==> src/rtl/adder_arbiter.sv <==
`default_nettype none
// ============================================================================
//  Module      : adder_arbiter
//  Description : Round-robin arbiter that shares one combinational adder among
//                NUM_REQ valid/ready requesters. The sum is registered together
//                with the winner's ID and held until the consumer accepts it.
//  Ports       : clk, rst           - clock, synchronous active-high reset
//                req_valid/ready    - per-requester handshake (ready one-hot)
//                req_a/req_b        - packed operands, requester i at [i*WIDTH +: WIDTH]
//                add_a/add_b        - operands driven to the shared adder
//                add_out            - sum returned from the shared adder
//                rsp_valid/ready    - result handshake
//                rsp_data/id/ovf    - registered sum, winner index, signed overflow
//  Revision    : 1.0 - initial release
// ============================================================================
module adder_arbiter #(
   parameter int WIDTH   = 32,
   parameter int NUM_REQ = 3,
   parameter int ID_W    = $clog2(NUM_REQ)
) (
   input  logic                       clk,
   input  logic                       rst,
   input  logic [NUM_REQ-1:0]         req_valid,
   output logic [NUM_REQ-1:0]         req_ready,
   input  logic [NUM_REQ*WIDTH-1:0]   req_a,
   input  logic [NUM_REQ*WIDTH-1:0]   req_b,
   output logic [WIDTH-1:0]           add_a,
   output logic [WIDTH-1:0]           add_b,
   input  logic [WIDTH-1:0]           add_out,
   output logic                       rsp_valid,
   input  logic                       rsp_ready,
   output logic [WIDTH-1:0]           rsp_data,
   output logic [ID_W-1:0]            rsp_id,
   output logic                       rsp_ovf
);

   localparam logic [0:0] S_IDLE = 1'b0;
   localparam logic [0:0] S_HOLD = 1'b1;

   logic [0:0]       state_q,    state_d;
   logic [ID_W-1:0]  rr_ptr_q,   rr_ptr_d;
   logic [WIDTH-1:0] rsp_data_q, rsp_data_d;
   logic [ID_W-1:0]  rsp_id_q,   rsp_id_d;
   logic             rsp_ovf_q,  rsp_ovf_d;

   logic             can_issue;
   logic             found;
   logic             grant;
   logic [ID_W-1:0]  winner;
   logic             sum_ovf;

   // A held result may be replaced in the same cycle it is being drained.
   assign can_issue = (state_q == S_IDLE) | rsp_ready;

   // Winner = valid requester with the smallest circular distance from rr_ptr.
   always_comb begin
      int best;
      int d;
      best   = NUM_REQ;
      d      = 0;
      winner = '0;
      for (int i = 0; i < NUM_REQ; i++) begin
         d = i - int'(rr_ptr_q);
         if (d < 0) begin
            d = d + NUM_REQ;
         end
         if (req_valid[i] && (d < best)) begin
            best   = d;
            winner = ID_W'(i);
         end
      end
      found = (best < NUM_REQ);
   end

   // Reset blocks grants so nothing is handshaken while the core is cleared.
   assign grant = can_issue & found & ~rst;

   generate
      for (genvar gi = 0; gi < NUM_REQ; gi++) begin : g_ready
         assign req_ready[gi] = grant & (winner == ID_W'(gi));
      end
   endgenerate

   // Operands are zero without a grant so the adder never sees stale data.
   always_comb begin
      add_a = '0;
      add_b = '0;
      for (int i = 0; i < NUM_REQ; i++) begin
         if (req_ready[i]) begin
            add_a = req_a[i*WIDTH +: WIDTH];
            add_b = req_b[i*WIDTH +: WIDTH];
         end
      end
   end

   // Signed overflow: like-signed operands producing a differently-signed sum.
   assign sum_ovf = (add_a[WIDTH-1] == add_b[WIDTH-1]) &
                    (add_out[WIDTH-1] != add_a[WIDTH-1]);

   always_comb begin
      state_d    = state_q;
      rr_ptr_d   = rr_ptr_q;
      rsp_data_d = rsp_data_q;
      rsp_id_d   = rsp_id_q;
      rsp_ovf_d  = rsp_ovf_q;
      if (grant) begin
         state_d    = S_HOLD;
         rsp_data_d = add_out;
         rsp_id_d   = winner;
         rsp_ovf_d  = sum_ovf;
         rr_ptr_d   = (winner == ID_W'(NUM_REQ - 1)) ? '0 : winner + ID_W'(1);
      end else if ((state_q == S_HOLD) && rsp_ready) begin
         // Drain only; payload keeps its last value.
         state_d = S_IDLE;
      end
   end

   always_ff @(posedge clk) begin
      if (rst) begin
         state_q    <= S_IDLE;
         rr_ptr_q   <= '0;
         rsp_data_q <= '0;
         rsp_id_q   <= '0;
         rsp_ovf_q  <= 1'b0;
      end else begin
         state_q    <= state_d;
         rr_ptr_q   <= rr_ptr_d;
         rsp_data_q <= rsp_data_d;
         rsp_id_q   <= rsp_id_d;
         rsp_ovf_q  <= rsp_ovf_d;
      end
   end

   assign rsp_valid = (state_q == S_HOLD);
   assign rsp_data  = rsp_data_q;
   assign rsp_id    = rsp_id_q;
   assign rsp_ovf   = rsp_ovf_q;

endmodule
`default_nettype wire

==> config.mk <==
export PLATFORM = sky130hd
export DESIGN_NAME = adder_arbiter
export DESIGN_NICKNAME = d
export VERILOG_FILES = /design/src/rtl/adder_arbiter.sv
export SDC_FILE = /design/constraint.sdc
export NUM_CORES = 1
export LEC_CHECK = 0
export ABC_AREA = 1
export CORE_AREA = 2 2 128 130
export CTS_CLUSTER_SIZE = 30
export DETAILED_ROUTE_END_ITERATION = 12
export DIE_AREA = 0 0 130 132
export PLACE_DENSITY_LB_ADDON = 0.15
export SYNTH_ARGS = -nofsm -noshare
export SYNTH_HDL_FRONTEND = slang
export SYNTH_SLANG_ARGS = --single-unit
==> constraint.sdc <==
create_clock -name clk -period 10.7 [get_ports clk]
set_input_delay 2.675 -clock clk [delete_from_list [all_inputs] [get_ports clk]]
set_output_delay 2.675 -clock clk [all_outputs]
set_load 0.005 [all_outputs]
After elaboration in Yosys (flattened, before gate mapping) --
Index checks and enable logic that the tools add are counted. Widths: inputs -> output; s select.
Storage, ports and cells: flip-flop bits (word level) 38, input port bits 230, output and inout bits 103
Cells by class: $add $sub $neg 7, order comparisons 7, equal/unequal tests 4, muxes and demuxes 17, bitwise logic cells 9, reductions and logical operators 6
Operators with widths (count):
- $mux 32 | 12
- $lt 32x3->1 const B | 2
- $lt 32x32->1 | 2
- $add 3x3->4 const B | 3
- $lt 3x1->1 const B | 3
- $and 1x1->1 | 6
- $sub 1x2->3 const A | 2
- $logic_and 1x1->1 | 4
- $mux 2 | 2
- $mux 1 | 3
- $sub 2x2->3 const A | 1
- $add 2x1->2 const B | 1
- $eq 2x1->1 const B | 1
- $eq 2x2->1 const B | 1
- $logic_not 2->1 | 1
- $not 1->1 | 2
- $reduce_bool 2->1 | 1
- $eq 1x1->1 | 1
- $ne 1x1->1 | 1
- $or 1x1->1 | 1

Logic depth before layout (Yosys ltp) --
Gate-level depths: netlist (run 1).
depth after elaboration 21, gate-level depth with buffers 31

Worst setup path before layout (run 1) --
No wires, ideal clock.
path kind input -> output, start point input port req_valid[0], end point output port add_a[22], arrival 5008 ps, slack 3017 ps, cell stages on the path 24, buffers on the path 1, path through nand3_2 > a21oi_1 > ha_1 > nand2_1 > nand2_1 > nand2_2 > nand2_2 > nand2_1 > o21a_1 > inv_1 > ha_1 > nand2_1 > nand2_1 > nand2_1 > nand2_2 > nand2_2 > nand3_2 > nand2_2 > nor2_4 > nand2_1 > inv_2 > buf_2 > nand2_1 > nand3_1
Between the ends: word-level cells in the longest chain between the ends 15, elaborated cells between the ends (all ways) 22, those cells by class order compare (3); eq/ne (2); mux (8); bitwise (5); reduce/logical (4)
RTL lines:
- from (decl) | line 23 | input logic [NUM_REQ-1:0] req_valid,
- $logic_and 1x1->1 * | line 67 | if (req_valid[i] && (d < best)) begin
- $mux 32 * | line 67
- $lt 32x32->1 | line 67
- $logic_and 1x1->1 | line 67
- $mux 32 | line 67
- $lt 32x32->1 | line 67
- $logic_and 1x1->1 | line 67
- $mux 32 | line 67
- $lt 32x3->1 | line 72 | found = (best < NUM_REQ);
- $and 1x1->1 (2 in series) | line 76 | assign grant = can_issue & found & ~rst;
- $and 1x1->1 * | line 80 | assign req_ready[gi] = grant & (winner == ID_W'(gi));
- net req_ready[0] | line 24 | output logic [NUM_REQ-1:0] req_ready,
- $mux 32 * (3 in series) | line 89 | if (req_ready[i]) begin
- to (decl) | line 27 | output logic [WIDTH-1:0] add_a,
Mark *: on every way through the listed nets, which the timed path passes. The rest lies on a longest branch.

Worst setup path in the final report (run 1) --
start point input port req_valid[0], end point output port add_b[1]
Between the ends: word-level cells in the longest chain between the ends 15, elaborated cells between the ends (all ways) 22, those cells by class order compare (3); eq/ne (2); mux (8); bitwise (5); reduce/logical (4)
RTL lines:
- $logic_and 1x1->1 * | line 67
- $mux 32 * | line 67
- $lt 32x32->1 | line 67
- $logic_and 1x1->1 | line 67
- $mux 32 | line 67
- $lt 32x32->1 | line 67
- $logic_and 1x1->1 | line 67
- $mux 32 | line 67
- $lt 32x3->1 | line 72
- $and 1x1->1 (2 in series) | line 76
- $and 1x1->1 | line 80
- $mux 32 (2 in series) | line 89
- $mux 32 * | line 89
- to (decl) | line 28 | output logic [WIDTH-1:0] add_b,
Every way passes the cells marked *; elsewhere a longest branch is shown, timed or not.

==> out/results.tsv, run 1 <==
stage	metric	value	unit
worst_setup_path	endpoint_kind	output pin	
global_routing	grt_pass1_vias	4331	
floorplan	die_w	130	um
cts	cts.reportedPaths.clkPinSlew	0.06	ns
global_routing	overflow	0	
power	switchingPower	380	uW
cts	post_cts_buffers	0	
synthesis	yosys.area.top_type	nand2_1	
worst_setup_path	crit_end	add_b[1]	
worst_setup_path	reg2reg_from	rsp_id[0]	
outcome	status	finished clean	
worst_hold_path	min_path_type	register to register	
cts	htree_levels	2	
sta	max_freq	104	MHz
sta	setup_viol_count_final	0	
drt	wl	16.7	mm
synthesis	syn_area	2890	um^2
drt	routedWlPerCell	15.8	um
worst_setup_path	criticalPathCategory	input port to output pin	
power	pwr-share-clk	17.0	%
floorplan	num_rows	46	
worst_setup_path	cp_data_arrival_time	6.92	ns
finish	areaGrowthSynthToFinish	127	%
drt	dr.pass1.iters	6	
sta	fin_setup_tns	0	ns
floorplan	die-area	17200	um^2
cts	clk_latency	0.28	ns
global_routing	track_usage	18.4	%
synthesis	synth_nets	755	
cts	clock_sinks	37	
power	swShare	37.0	%
power	power_density	156	nW/um^2
floorplan	start_util	18.4	%
finish	fillers	1620	
finish	multiInputGateArea	1900	um^2
flow_run	maxCapViolations	0	
drt	drtIter0Drc	153	
cts	cts_buffers	5	
cts	hold_buffers	0	
worst_setup_path	crit_fanout	42	
placement	portBuffers	332	
finish	nNetsFinal	1071	
finish	layout-drive-gt1-share	3.85	%
finish	layout_commonest_cell	clkdlybuf4s50_1	
placement	dp.final_hpwl	13.7	mm
worst_setup_path	slowest_stage	clkdlybuf4s50_1	
finish	final_cell_mix	332 x clkdlybuf4s50_1, 274 x nand2_1, 72 x nand3_1	
drt	vias	4466	
worst_setup_path	r2r_setup_slack	6.61	ns
worst_setup_path	cpPeakStageDelay	0.54	ns
sta	rsz0062_at_grt	no	
synthesis	synth_cell_types	27	
cts	cts_tree	yes	
synthesis	synth-seq-cells	37	
floorplan	ios	333	
cts	clock-root-buffer	clkbuf_16	
cts	ctsLongestPathBuffers	2	
global_routing	antenna_found_initial	4	
finish	finish.utilization	41.8	%
global_routing	grt_pass1_wl	24.5	mm
power	power_frac_seq	17.5	%
power	power_frac_comb	65.5	%
sta	period_minus_slack	9.59	ns
worst_setup_path	critPathLaunchType	input port	
synthesis	ys_seq_area_share	25.6	%
sta	fin_crit_sh	89.6	%
drt	detail-route-antenna-nets	0	
worst_setup_path	required	8.03	ns
worst_setup_path	crit_path_start	req_valid[0]	
synthesis	synth.top_cell.area_share	35.6	%
sta	max_slew_margin	55.0	%
placement	gp_congestion	0.904	
cts	post_cts_resized	0	
drt	vias_per_cell	4.25	
sta	skew	0.00372	ns
worst_setup_path	r2r-end	rsp_data[1]	
finish	final-seq-area	741	um^2
worst_setup_path	ff2ff_path_depth	26	
power	ir_worst_vdd	0.131	mV
power	p_int	647	uW
synthesis	synth.area.top_cells	nand2_1 36%, dfxtp_1 26%, nand3_1 12%	
worst_setup_path	crit_top_cell	nand2_1	
synthesis	yosysWarnings	0	
synthesis	netlist_instances	514	
synthesis	synth.avg_cell_area	5.63	um^2
floorplan	fp.dieH	132	um
sta	maxSlewViolCount	0	
power	p_leak	0.00266	uW
drt	drc	0	
sta	worst_pin_slew	0.675	ns
floorplan	core_region_area	15700	um^2
global_routing	grt_max_degree	43	
sta	finalHoldViolCount	0	
critical path, delay by kind of cell:
| kind | cells | cell delay [ns] |
|---|---|---|
| buffers and inverters | 5 | 1.87 |
| and+or+nand+nor | 17 | 1.43 |
| adders and majority gates | 2 | 0.54 |
| AOI/OAI and AO/OA | 2 | 0.34 |
sequential cells by signal (all words and copies together) (netlist names):
register / count
rsp_valid: 1
rr_ptr_q: 1
rsp_data: 32
rsp_ovf: 1
rsp_id: 2
Yosys cell counts:
master and count:
inv_1 20, a21oi_2 1, buf_4 1, a21boi_2 1, a21oi_1 38, a211oi_1 1
nand3_2 3, buf_6 1, o21a_1 1, ha_1 11, dlygate4sd3_1 1, nand2_4 1
nand3_1 72, conb_1 1, or2_1 1, nand2_1 274, nor2_1 6, clkinv_1 1
buf_2 22, inv_2 4, clkbuf_1 5, nand2_2 6, dfxtp_1 37, nand4_1 2
nor3_1 1, nand3b_1 1, nor2_4 1
per-stage QoR:
step	hold slack (ns)	setup slack (ns)	total power, uW	instance area (um^2)	cells
after global routing	0.478	0.688	1110	6570	1051
after CTS	0.460	1.06	1040	6560	1047
after floorplan	0.456	3.02	464	2890	514
after detailed placement	0.454	1.07	861	6380	1039
final	0.457	1.11	1030	6570	1051
after global placement	0.447	1.18	859	6380	1039
final cells by class:
class | count | area share (%)
antenna | 4 | 0.152
clock buffer | 6 | 2.12
clock inverter | 2 | 0.572
inverter | 25 | 1.43
multi-input combinational | 422 | 28.9
sequential | 37 | 11.3
tap | 216 | 4.12
timing repair buffer | 339 | 51.4
worst min path at each step:
stage	start	end	slack (ns)	depth (start not counted)
after detailed placement	rsp_data[26]	rsp_data[26]	0.45	2
after floorplan	rsp_data[0]	rsp_data[0]	0.46	2
after global routing	rsp_data[24]	rsp_data[24]	0.48	2
final	rsp_data[26]	rsp_data[26]	0.46	2
after CTS	rsp_data[26]	rsp_data[26]	0.46	2
after global placement	rsp_data[16]	rsp_data[16]	0.45	2
routing by layer:
metal	track usage, %	routed length [um]	part of all wire [%]	vias up
met4	5.50	288	1.7	0
met3	4.95	1420	8.5	15
met5	0	0	0	-
met1	19.5	6120	37	1992
li1	-	-	-	2258
met2	35.0	8830	53	201
logic make-up (layout without fill, tap and decap cells):
group	after synthesis	in the layout	share of synthesized area [%]
and+or+nand+nor	368	368	53.0
buffers and inverters	55	372	8.70
AOI/OAI and AO/OA	42	42	7.79
DFF	37	37	25.6
adders and majority gates	11	11	4.76
other	1	5	0.130
power by group through the flow:
| stage | Combinational [uW] | Sequential, uW | Clock, uW |
|---|---|---|---|
| 6_report | 673 | 179 | 174 |
| 5_1_grt | 742 | 183 | 187 |
| 4_1_cts | 683 | 180 | 181 |
| 3_5_place_dp | 680 | 181 | 0 |
| 3_3_place_gp | 679 | 180 | 0 |
| 2_1_floorplan | 283 | 182 | 0 |
No activity file was read; power rests on OpenSTA's default activity.
==> inputs of run 2 (changes only) <==
Settings changed: PLACE_DENSITY_LB_ADDON 0.15 to default.
==> run 2 against run 1 <==
Routed wire length shrank 11%. Largest power group unchanged. Worst hold slack better by 0.0011 ns. Clock power is 17% lower. Critical path depth did not move. Cell area shrank 0.36%.
==> out/results.tsv, run 2 (same netlist as run 1, synthesis figures left out) <==
stage	metric	value	unit
floorplan	die_w	130	um
drt	routedWlPerCell	14.2	um
sta	finalHoldViolCount	0	
cts	hold_buffers	0	
cts	cts.reportedPaths.clkPinSlew	0.05	ns
worst_setup_path	cpLargestDelayFamily	buffers and inverters	
finish	layout-drive-gt1-share	3.50	%
drt	detail-route-antenna-nets	0	
global_routing	grt_pass1_wl	21.5	mm
global_routing	track_usage	15.8	%
sta	skew	0.00244	ns
sta	fin_crit_sh	89.6	%
cts	cts_buffers	5	
drt	drtIter0Drc	170	
finish	finalInstanceArea	6540	um^2
worst_setup_path	cpPeakStageDelay	0.50	ns
worst_setup_path	critPathBufInv	5	
worst_setup_path	crit_fanout	39	
sta	period_minus_slack	9.59	ns
global_routing	overflow	0	
finish	final_cell_mix	332 x clkdlybuf4s50_1, 274 x nand2_1, 72 x nand3_1	
cts	cts_tree	yes	
floorplan	fp.dieH	132	um
finish	finish.utilization	41.6	%
drt	drc	0	
sta	rsz0062_at_grt	no	
cts	clock-root-buffer	clkbuf_16	
worst_setup_path	endpoint_kind	output pin	
global_routing	grt_max_degree	41	
drt	dr.pass1.iters	4	
flow_run	maxCapViolations	0	
sta	max_freq	104	MHz
global_routing	grt_pass1_vias	4011	
worst_setup_path	critPathLaunchType	input port	
power	power_density	152	nW/um^2
cts	clk_latency	0.28	ns
sta	fin_setup_tns	0	ns
power	ir_worst_vdd	0.126	mV
finish	areaGrowthSynthToFinish	126	%
sta	hold_slack	0.458	ns
power	power	991	uW
cts	post_cts_resized	0	
worst_setup_path	required	8.03	ns
sta	max_slew_margin	57.9	%
placement	dp.final_hpwl	11.9	mm
sta	setup_viol_count_final	0	
finish	nNetsFinal	1070	
worst_setup_path	crit_top_cell	nand2_1	
floorplan	core_region_area	15700	um^2
finish	layout_commonest_cell	clkdlybuf4s50_1	
worst_setup_path	slowest_stage	clkdlybuf4s50_1	
drt	vias_per_cell	4.13	
drt	vias	4324	
outcome	status	finished clean	
worst_hold_path	min_path_type	register to register	
finish	largest_reg_flops	32	
floorplan	start_util	18.4	%
drt	wl	14.9	mm
placement	dpl-instance-area	6400	um^2
cts	clock_sinks	37	
worst_setup_path	criticalPathCategory	input port to output pin	
floorplan	ios	333	
placement	gp_congestion	0.890	
global_routing	antenna_found_initial	1	
floorplan	num_rows	46	
sta	maxSlewViolCount	0	
worst_setup_path	cp_data_arrival_time	6.91	ns
finish	fillers	1634	
sta	worst_pin_slew	0.631	ns
floorplan	die-area	17200	um^2
cts	ctsLongestPathBuffers	2	
cts	htree_levels	2	
power	p_leak	0.00265	uW
placement	portBuffers	332	
cts	post_cts_buffers	0	
[run 2: cell count changes in the layout (fill, tap and decap cells not counted), sizes merged]
cell,delta
bufinv,-1
diode,-3
buf,-1
clkbuf,+1
clkinvlp,-1
[run 2: worst min-delay path, cell delays in order, from the launching register on]
cell and delay, ns:
dfxtp_1 0.30, nand2_1 0.06, a21oi_1 0.05
[run 2: routing by layer]
layer  track usage (%)  up-vias  part of all wire (%)
met4              5.08        0                   2.6
li1                  -     2248                     -
met1              17.7     1840                    39
met5                 0        -                     0
met2              28.1      213                    48
met3              5.03       23                    10
[run 2: cell type report]
type / instances / area (um^2) / area share, %
Inverter: 25 / 93.8 / 1.43
Timing Repair Buffer: 338 / 3390 / 51.9
Antenna cell: 1 / 2.50 / 0.0382
Sequential cell: 37 / 741 / 11.3
Multi-Input combinational cell: 422 / 1900 / 29.0
Tap cell: 216 / 270 / 4.13
Clock buffer: 7 / 143 / 2.18
[run 2: stage by stage]
| stage | setup slack (ns) | cells |
|---|---|---|
| CTS | 1.09 | 1045 |
| detailed placement | 1.09 | 1038 |
| global route | 0.645 | 1046 |
| finish | 1.11 | 1046 |
| global placement | 1.16 | 1038 |
| floorplan | 3.02 | 514 |
[run 2: report_power, final]
group / switching, uW / internal [uW] / total (uW)
registers: 14.8 / 163 / 178
logic: 298 / 371 / 669
clock network: 52.8 / 91.4 / 144
[run 2: final timing paths]
kind / depth (start not counted) / startpoint / slack [ns] / end
hold / removal: 2 / rsp_data[14] / 0.46 / rsp_data[14]
setup reg to reg: 26 / rsp_id[0] / 6.64 / rsp_data[19]
setup / recovery: 26 / req_valid[0] / 1.11 / add_a[6]
hold reg to reg: 2 / rsp_data[14] / 0.46 / rsp_data[14]
==> inputs of run 3 (changes only) <==
--- a/config.mk
+++ b/config.mk
@@ -8,4 +8,5 @@
 export ABC_AREA = 1
 export CORE_AREA = 2 2 128 130
+export CTS_CLUSTER_DIAMETER = 50
 export CTS_CLUSTER_SIZE = 30
 export DETAILED_ROUTE_END_ITERATION = 12
==> constraint.sdc (replaced) <==
create_clock -name clk -period 10.7 [get_ports clk]
set_input_delay 2.14 -clock clk [delete_from_list [all_inputs] [get_ports clk]]
set_output_delay 2.14 -clock clk [all_outputs]
set_load 0.005 [all_outputs]
==> run 3 against run 2 <==
Cell area is 0.55% lower. Largest power group unchanged. Die area stayed put. Critical path type unchanged. Largest cell class unchanged. Core utilization is 0.23 points lower.
==> out/results.tsv, run 3 (same netlist as run 1, synthesis figures left out) <==
stage	metric	value	unit
floorplan	num_rows	46	
cts	hold_buffers	0	
drt	drc	0	
finish	fillers	1659	
cts	cts.reportedPaths.clkPinSlew	0.05	ns
floorplan	start_util	18.4	%
floorplan	die-area	17200	um^2
placement	gp_congestion	0.856	
drt	vias_per_cell	4.18	
cts	clock_sinks	37	
drt	drtIter0Drc	154	
global_routing	antenna_found_initial	1	
finish	final_cell_mix	332 x clkdlybuf4s50_1, 274 x nand2_1, 72 x nand3_1	
floorplan	ios	333	
sta	fin_setup_tns	0	ns
drt	routedWlPerCell	14.2	um
sta	setup_viol_count_final	0	
sta	max_freq	111	MHz
finish	layout_commonest_cell	clkdlybuf4s50_1	
sta	maxSlewViolCount	0	
cts	clock-root-buffer	clkbuf_16	
worst_setup_path	criticalPathCategory	input port to output pin	
sta	finalHoldViolCount	0	
finish	nNetsFinal	1069	
global_routing	grt_use_met1	18.1	%
cts	clk_latency	0.28	ns
global_routing	grt_pass1_wl	22.3	mm
finish	areaGrowthSynthToFinish	125	%
global_routing	grt_max_degree	45	
flow_run	maxCapViolations	0	
global_routing	gr-usage-met3	5.19	%
floorplan	die_w	130	um
finish	layout-drive-gt1-share	3.50	%
worst_setup_path	crit_fanout	35	
sta	worst_pin_slew	0.851	ns
drt	vias	4368	
power	power_density	151	nW/um^2
cts	post_cts_resized	0	
cts	cts_tree	yes	
global_routing	overflow	0	
global_routing	track_usage	16.3	%
outcome	status	finished clean	
floorplan	fp.dieH	132	um
placement	portBuffers	332	
sta	period_minus_slack	9.00	ns
power	ir_worst_vdd	0.161	mV
power	p_leak	0.00264	uW
power	power	984	uW
drt	detail-route-antenna-nets	0	
worst_setup_path	critPathLaunchType	input port	
sta	max_slew_margin	43.3	%
worst_hold_path	min_path_type	register to register	
sta	skew	0.00505	ns
global_routing	grt.busiest_layer	met2	
global_routing	grt_pass1_vias	4288	
finish	largest_reg_flops	32	
drt	wl	14.9	mm
cts	htree_levels	2	
sta	fin_crit_sh	84.1	%
cts	cts_buffers	5	
placement	dp.final_hpwl	12.0	mm
global_routing	grt_use_met2	28.7	%
placement	dp_slack	1.59	ns
cts	ctsLongestPathBuffers	2	
sta	rsz0062_at_grt	no	
drt	dr.pass1.iters	4	
floorplan	core_region_area	15700	um^2
cts	post_cts_buffers	0	
worst_setup_path	endpoint_kind	output pin	
worst_setup_path	required	8.56	ns
sta	fin_ws	1.70	ns
worst_setup_path	cp_data_arrival_time	6.86	ns
run 3: cell types whose count changed in the layout (fill, tap and decap cells not counted):
cell / previous run / this run
clkbuf_8: 1 / 0
clkinv_2: 0 / 2
buf_12: 2 / 0
buf_4: 4 / 5
run 3: worst paths after layout:
check,from,end,slack (ns),cells after the start
worst min register to register,rsp_data[7],rsp_data[7],0.46,2
worst min-delay path,rsp_data[7],rsp_data[7],0.46,2
worst max-delay path,req_valid[0],add_a[6],1.70,27
worst max register to register,rsp_id[0],rsp_ovf,6.63,30
run 3: critical path: stages:
cell and delay, ns:
clkdlybuf4s50_1 0.49, nand3_2 0.13, a21oi_1 0.21, ha_1 0.26
nand2_1 0.07, nand2_1 0.05, nand2_2 0.06, nand2_2 0.08
nand2_1 0.07, o21a_1 0.13, inv_1 0.05, ha_1 0.26
nand2_1 0.05, nand2_1 0.05, nand2_1 0.05, nand2_2 0.07
nand2_2 0.06, nand3_2 0.08, nand2_2 0.06, nor2_4 0.29
buf_4 0.38, nand2_4 0.09, inv_2 0.48, buf_4 0.41
nand2_1 0.11, nand3_1 0.15, clkdlybuf4s50_1 0.52
run 3: per-layer routing:
metal / share of wire, % / vias to the layer above
met5: 0 / -
met4: 3.3 / 0
met3: 10 / 29
met2: 48 / 204
met1: 38 / 1886
li1: - / 2249
run 3: area by class of cell:
class | instances | area (um^2) | area share, %
inverter | 25 | 93.8 | 1.44
antenna | 1 | 2.50 | 0.0385
clock buffer | 6 | 129 | 1.98
sequential | 37 | 741 | 11.4
tap | 216 | 270 | 4.15
timing repair buffer | 337 | 3360 | 51.7
multi-input combinational | 422 | 1900 | 29.2
clock inverter | 2 | 10.0 | 0.154
run 3: metrics by stage:
stage               hold WS [ns]  std cells  util [%]  area (um^2)
floorplan                  0.456        514         -         2890
global placement           0.448       1037      40.5         6360
detailed placement         0.455       1037      40.5         6360
CTS                        0.461       1045      41.4         6500
global route               0.483       1046      41.4         6510
finish                     0.458       1046      41.4         6510
run 3: power breakdown:
part / switching [uW] / internal [uW] / total (uW)
clock: 56.6 / 85.5 / 142
combinational: 300 / 364 / 664
sequential: 14.7 / 163 / 178
